===== src/rtl/uart_rx_fsm.sv =====
// uart_rx_fsm: UART receive frame controller sequencing start, data, parity and stop bits.
// Define UART_RX_PARITY_SUPPORT_EN to build the optional parity bit handling.
module uart_rx_fsm #(
    parameter int unsigned DATA_BITS = 8
) (
    input  logic       Clk,
    input  logic       Rst,
    input  logic       RX_IN,
    input  logic [3:0] Prescale,
    input  logic       Parity_EN,
    input  logic [3:0] Bit_count,
    input  logic [2:0] Edge_count,
    input  logic       Strt_glitch,
    input  logic       Par_err_in,
    input  logic       Stop_err_in,
    output logic       Counter_EN,
    output logic       Sampler_EN,
    output logic       Deser_EN,
    output logic       Strt_chk_EN,
    output logic       Par_chk_EN,
    output logic       Stop_chk_EN,
    output logic       Data_valid,
    output logic       Parity_err,
    output logic       Framing_err
);

    typedef enum logic [2:0] {
        StIdle   = 3'd0,
        StStart  = 3'd1,
        StData   = 3'd2,
`ifdef UART_RX_PARITY_SUPPORT_EN
        StParity = 3'd3,
`endif
        StStop   = 3'd4,
        StDone   = 3'd5
    } state_e;

    typedef struct packed {
        logic counter;
        logic sampler;
        logic deser;
        logic strt_chk;
`ifdef UART_RX_PARITY_SUPPORT_EN
        logic par_chk;
`endif
        logic stop_chk;
    } en_t;

    localparam logic [3:0] LastDataBit = 4'(DATA_BITS);

    // Enables are registered alongside the state, so each transition loads the target's set.
    function automatic en_t en_for(input state_e s);
        en_t e;
        e = '0;
        case (s)
            StStart: begin
                e.counter  = 1'b1;
                e.sampler  = 1'b1;
                e.strt_chk = 1'b1;
            end
            StData: begin
                e.counter = 1'b1;
                e.sampler = 1'b1;
                e.deser   = 1'b1;
            end
`ifdef UART_RX_PARITY_SUPPORT_EN
            StParity: begin
                e.counter = 1'b1;
                e.sampler = 1'b1;
                e.par_chk = 1'b1;
            end
`endif
            StStop: begin
                e.counter  = 1'b1;
                e.sampler  = 1'b1;
                e.stop_chk = 1'b1;
            end
            default: e = '0;
        endcase
        return e;
    endfunction

    state_e     state_q;
    en_t        en_q;
    logic [3:0] prescale_q;
    logic       prescale_ok;
    logic       start_ok;
    logic       last_edge;
    logic       data_done;

`ifdef UART_RX_PARITY_SUPPORT_EN
    logic parity_en_q;
    logic par_flag_q;
`else
    logic unused_parity_inputs;
    assign unused_parity_inputs = Parity_EN | Par_err_in;
`endif

    assign prescale_ok = (Prescale >= 4'd4) && (Prescale <= 4'd8);
    assign start_ok    = !RX_IN && prescale_ok;
    assign last_edge   = ({1'b0, Edge_count} == (prescale_q - 4'd1));
    assign data_done   = last_edge && (Bit_count == LastDataBit);

    assign Counter_EN  = en_q.counter;
    assign Sampler_EN  = en_q.sampler;
    assign Deser_EN    = en_q.deser;
    assign Strt_chk_EN = en_q.strt_chk;
    assign Stop_chk_EN = en_q.stop_chk;
`ifdef UART_RX_PARITY_SUPPORT_EN
    assign Par_chk_EN  = en_q.par_chk;
`else
    assign Par_chk_EN  = 1'b0;
    assign Parity_err  = 1'b0;
`endif

    always_ff @(posedge Clk) begin
        if (Rst) begin
            state_q     <= StIdle;
            en_q        <= '0;
            prescale_q  <= '0;
            Data_valid  <= 1'b0;
            Framing_err <= 1'b0;
`ifdef UART_RX_PARITY_SUPPORT_EN
            parity_en_q <= 1'b0;
            par_flag_q  <= 1'b0;
            Parity_err  <= 1'b0;
`endif
        end else begin
            Data_valid  <= 1'b0;
            Framing_err <= 1'b0;
`ifdef UART_RX_PARITY_SUPPORT_EN
            Parity_err  <= 1'b0;
`endif
            case (state_q)
                // An illegal Prescale would never reach a last edge, so DONE also refuses it.
                StIdle, StDone: begin
                    if (start_ok) begin
                        state_q    <= StStart;
                        en_q       <= en_for(StStart);
                        prescale_q <= Prescale;
`ifdef UART_RX_PARITY_SUPPORT_EN
                        parity_en_q <= Parity_EN;
                        par_flag_q  <= 1'b0;
`endif
                    end else begin
                        state_q <= StIdle;
                        en_q    <= en_for(StIdle);
                    end
                end
                StStart: begin
                    if (last_edge) begin
                        if (Strt_glitch) begin
                            state_q <= StIdle;
                            en_q    <= en_for(StIdle);
                        end else begin
                            state_q <= StData;
                            en_q    <= en_for(StData);
                        end
                    end
                end
                StData: begin
                    if (data_done) begin
`ifdef UART_RX_PARITY_SUPPORT_EN
                        if (parity_en_q) begin
                            state_q <= StParity;
                            en_q    <= en_for(StParity);
                        end else begin
                            state_q <= StStop;
                            en_q    <= en_for(StStop);
                        end
`else
                        state_q <= StStop;
                        en_q    <= en_for(StStop);
`endif
                    end
                end
`ifdef UART_RX_PARITY_SUPPORT_EN
                StParity: begin
                    if (last_edge) begin
                        par_flag_q <= Par_err_in;
                        state_q    <= StStop;
                        en_q       <= en_for(StStop);
                    end
                end
`endif
                StStop: begin
                    if (last_edge) begin
                        state_q     <= StDone;
                        en_q        <= en_for(StDone);
                        Framing_err <= Stop_err_in;
`ifdef UART_RX_PARITY_SUPPORT_EN
                        Parity_err  <= par_flag_q;
                        Data_valid  <= !Stop_err_in && !par_flag_q;
`else
                        Data_valid  <= !Stop_err_in;
`endif
                    end
                end
                default: begin
                    state_q <= StIdle;
                    en_q    <= en_for(StIdle);
                end
            endcase
        end
    end

endmodule


===== config.mk =====
export PLATFORM = sky130hd
export DESIGN_NAME = uart_rx_fsm
export DESIGN_NICKNAME = d
export VERILOG_FILES = /design/src/rtl/uart_rx_fsm.sv
export SDC_FILE = /design/constraint.sdc
export NUM_CORES = 1
export LEC_CHECK = 0
export ABC_AREA = 1
export CAP_MARGIN = 20
export CORE_UTILIZATION = 35
export CTS_BUF_LIST = sky130_fd_sc_hd__clkbuf_8
export CTS_CLUSTER_DIAMETER = 80
export DETAILED_ROUTE_END_ITERATION = 10
export PLACE_DENSITY = 0.65
export REMOVE_ABC_BUFFERS = 1
export SKIP_LAST_GASP = 1
export SYNTH_ARGS = -nofsm -noshare
export SYNTH_HDL_FRONTEND = slang
export SYNTH_SLANG_ARGS = --single-unit

===== constraint.sdc =====
create_clock -name Clk -period 2.23 [get_ports Clk]
set_input_delay 0.223 -clock Clk [delete_from_list [all_inputs] [get_ports Clk]]
set_output_delay 0.223 -clock Clk [all_outputs]
set_load 0.02 [all_outputs]

==> flow_summary.json <==
{
  "gr-usage-all-layers_pct": 14.8,
  "firstDrtPassIters": 3,
  "netlist_area_um2": 736,
  "yosysUniqueCellTypes": 22,
  "holdWs_ns": 0.467,
  "ys_warn_count": 0,
  "p_total_uw": 1090,
  "grt_pass1_wl_um": 2380,
  "die-width_um": 47.8,
  "cp-startpoint": "prescale_q[0]$_SDFFE_PP0P_",
  "grt_pass1_vias": 604,
  "ys_ff_latch": 13,
  "wl_um": 1500,
  "min_period_ns": 1.59,
  "die_y_um": 47.8,
  "hold_violations": 0,
  "rsz0062_at_grt": "no",
  "cp_num_buf_inv": 2,
  "cp.required_ns": 2.36,
  "fillCellCount": 219,
  "area.sequential_um2": 260,
  "vias": 742,
  "clockBufferDepth": 2,
  "cts_root_buffer": "clkbuf_8",
  "r2r-end": "state_q[2]$_SDFFE_PP0P_",
  "synth_top_family_by_area": "simple AND/OR/NAND/NOR gates",
  "slowest_stage": "dfxtp_1",
  "ant_nets": 0,
  "synth_fa_ha_area_share_pct": 1.70,
  "crit_arrival_ns": 1.72,
  "cts_resized": 0,
  "synth_area_per_cell_um2": 6.45,
  "post-route-util_pct": 51.8,
  "synthCells": 114,
  "first_iter_violations": 8,
  "cts.clk_slew.worst_paths_ns": 0.05,
  "hold_start": "Deser_EN$_SDFFE_PP0P_",
  "dieArea_um2": 2290,
  "hp-class": "register to register",
  "p_sw_uw": 447,
  "reg2reg_from": "prescale_q[0]$_SDFFE_PP0P_",
  "ir_drop_mv": 0.583,
  "power-per-cell-area_nw_per_um2": 1070,
  "io_pins": 27,
  "fin_skew_ns": 0.00137,
  "critPathKind": "register to register",
  "pwr-share-seq_pct": 30.6,
  "routabilityCongestion": 0.745,
  "finalCritPeriodShare_pct": 71.1,
  "cts_buffers": 3,
  "via_per_inst": 4.50,
  "swShare_pct": 41.2,
  "cts_tree": "done",
  "grt_overflow_total": 0,
  "clk_latency_ns": 0.24,
  "ys_seq_area_share_pct": 35.4,
  "fin_ws_ns": 0.644,
  "avgRoutedWirePerCell_um": 9.06,
  "crit_end": "state_q[2]$_SDFFE_PP0P_",
  "area_growth_pct": 38.1,
  "core_area_um2": 1960,
  "synth_xor_area_share_pct": 1.19,
  "layout_common_cells": "nand2_1, clkdlybuf4s50_1, inv_1",
  "r2r_cells": 11,
  "floorplan.initialDensity_pct": 37.5,
  "critPathMaxFanout": 6,
  "status": "completed",
  "clockPowerShare_pct": 18.7,
  "p_leak_uw": 0.000493,
  "cap_violations": 0,
  "clock-sinks": 13,
  "cp_cell_sequence": "inv_2, ha_1, inv_1, nand2_1, nand2_1, nor2_4, nand4_1, nand2_2, nand2_2, nor2_1, nor2_1",
  "internal-power_uw": 639,
  "fin_nets": 158,
  "r2r_setup_slack_ns": 0.64,
  "synthMuxAreaShare_pct": 0,
  "ctsHoldBuffers": 0,
  "layout_commonest_cell": "nand2_1",
  "max_freq_mhz": 631,
  "drive_above_1_share_pct": 10.1,
  "dp_hpwl_um": 1200,
  "cp_top_family": "simple AND/OR/NAND/NOR gates",
  "post-place-ws_ns": 0.587,
  "grt_antenna_before_repair": 0,
  "multi_input_area_um2": 378,
  "crit_cells": 11,
  "pwr-share-comb_pct": 50.7,
  "startpoint_type": "register",
  "finalSetupViolations": 0,
  "grt_max_degree": 10,
  "num_rows": 16,
  "slew_violations": 0,
  "synth-simple-area-share_pct": 37.2,
  "cp_slowest_stage_delay_ns": 0.34,
  "crit_path_end_kind": "register",
  "htreeDepth": 1,
  "portBuffers": 22,
  "route.detailed.drc": 0,
  "tns_ns": 0,
  "cts_setup_buffers": 0,
  "n_antenna_cell": 0,
  "synth-compound-area-share_pct": 10.2
}
==> logic make-up (layout without fill, tap and decap cells) <==
family / after synthesis / count (layout)
buffers and inverters: 24 / 47
XOR/XNOR: 1 / 1
AND/OR/NAND/NOR: 60 / 60
other: 1 / 2
flip-flops: 13 / 13
AO/OA/AOI/OAI: 14 / 14
adder cells (fa/ha/maj): 1 / 1
==> layout make-up <==
| type | count | share of cell area, % |
|---|---|---|
| Clock buffer | 3 | 4.06 |
| Clock inverter | 1 | 0.369 |
| Inverter | 21 | 7.76 |
| Multi-Input combinational cell | 78 | 37.2 |
| Sequential cell | 13 | 25.6 |
| Tap cell | 27 | 3.33 |
| Timing Repair Buffer | 22 | 21.7 |
==> state kept, by name, summed over array words and instances (netlist names) <==
| name | cells |
|---|---|
| Data_valid | 1 |
| Counter_EN | 1 |
| Framing_err | 1 |
| state_q | 3 |
| Stop_chk_EN | 1 |
| prescale_q | 4 |
| Strt_chk_EN | 1 |
| Deser_EN | 1 |
==> cells in the mapped netlist, drive strengths merged <==
master | count | share of area (%)
xnor2 | 1 | 1.2
o211ai | 2 | 2.0
o21ai | 4 | 2.7
nor2 | 19 | 12
a21oi | 8 | 5.4
nand2 | 27 | 15
nand3 | 9 | 6.1
buf | 3 | 3.1
conb | 1 | 0.51
dfxtp | 13 | 35
or2 | 2 | 1.7
nor3 | 1 | 0.68
nand3b | 1 | 1.0
ha | 1 | 1.7
inv | 21 | 11
nand4 | 1 | 0.85
==> metrics by stage <==
| step | cell area [µm²] | std cells |
|---|---|---|
| after CTS | 1020 | 165 |
| after detailed placement | 971 | 161 |
| after global routing | 1020 | 165 |
| after global placement | 971 | 161 |
| final | 1020 | 165 |
| after floorplan | 717 | 112 |
==> worst min-delay path by stage <==
stage | to | slack (ns) | cells past startpoint
after floorplan | Deser_EN$_SDFFE_PP0P_ | 0.29 | 1
after global placement | Deser_EN$_SDFFE_PP0P_ | 0.45 | 2
after detailed placement | Deser_EN$_SDFFE_PP0P_ | 0.46 | 2
after CTS | Deser_EN$_SDFFE_PP0P_ | 0.47 | 2
after global routing | Stop_chk_EN$_SDFFE_PP0P_ | 0.49 | 2
final | Deser_EN$_SDFFE_PP0P_ | 0.47 | 2
==> layer usage <==
| metal | up-vias | global-route usage, % | share of wire, % |
|---|---|---|---|
| li1 | 394 | - | - |
| met1 | 327 | 19.1 | 49 |
| met2 | 19 | 23.5 | 44 |
| met3 | 2 | 3.40 | 4.9 |
| met4 | 0 | 6.67 | 1.3 |
| met5 | - | 0 | 0 |
==> power by group through the flow <==
| stage | Combinational, µW | Sequential [µW] | Clock (µW) |
|---|---|---|---|
| 2_1_floorplan | 376 | 361 | 0 |
| 3_3_place_gp | 542 | 335 | 0 |
| 3_5_place_dp | 547 | 337 | 0 |
| 4_1_cts | 551 | 332 | 209 |
| 5_1_grt | 621 | 341 | 219 |
| 6_report | 551 | 332 | 203 |
==> worst min-delay path, stage by stage (launching register included) <==
cell     delay, ns
dfxtp_1       0.31
nand2_1       0.06
a21oi_1       0.05
(Power assumes the default switching activity.)
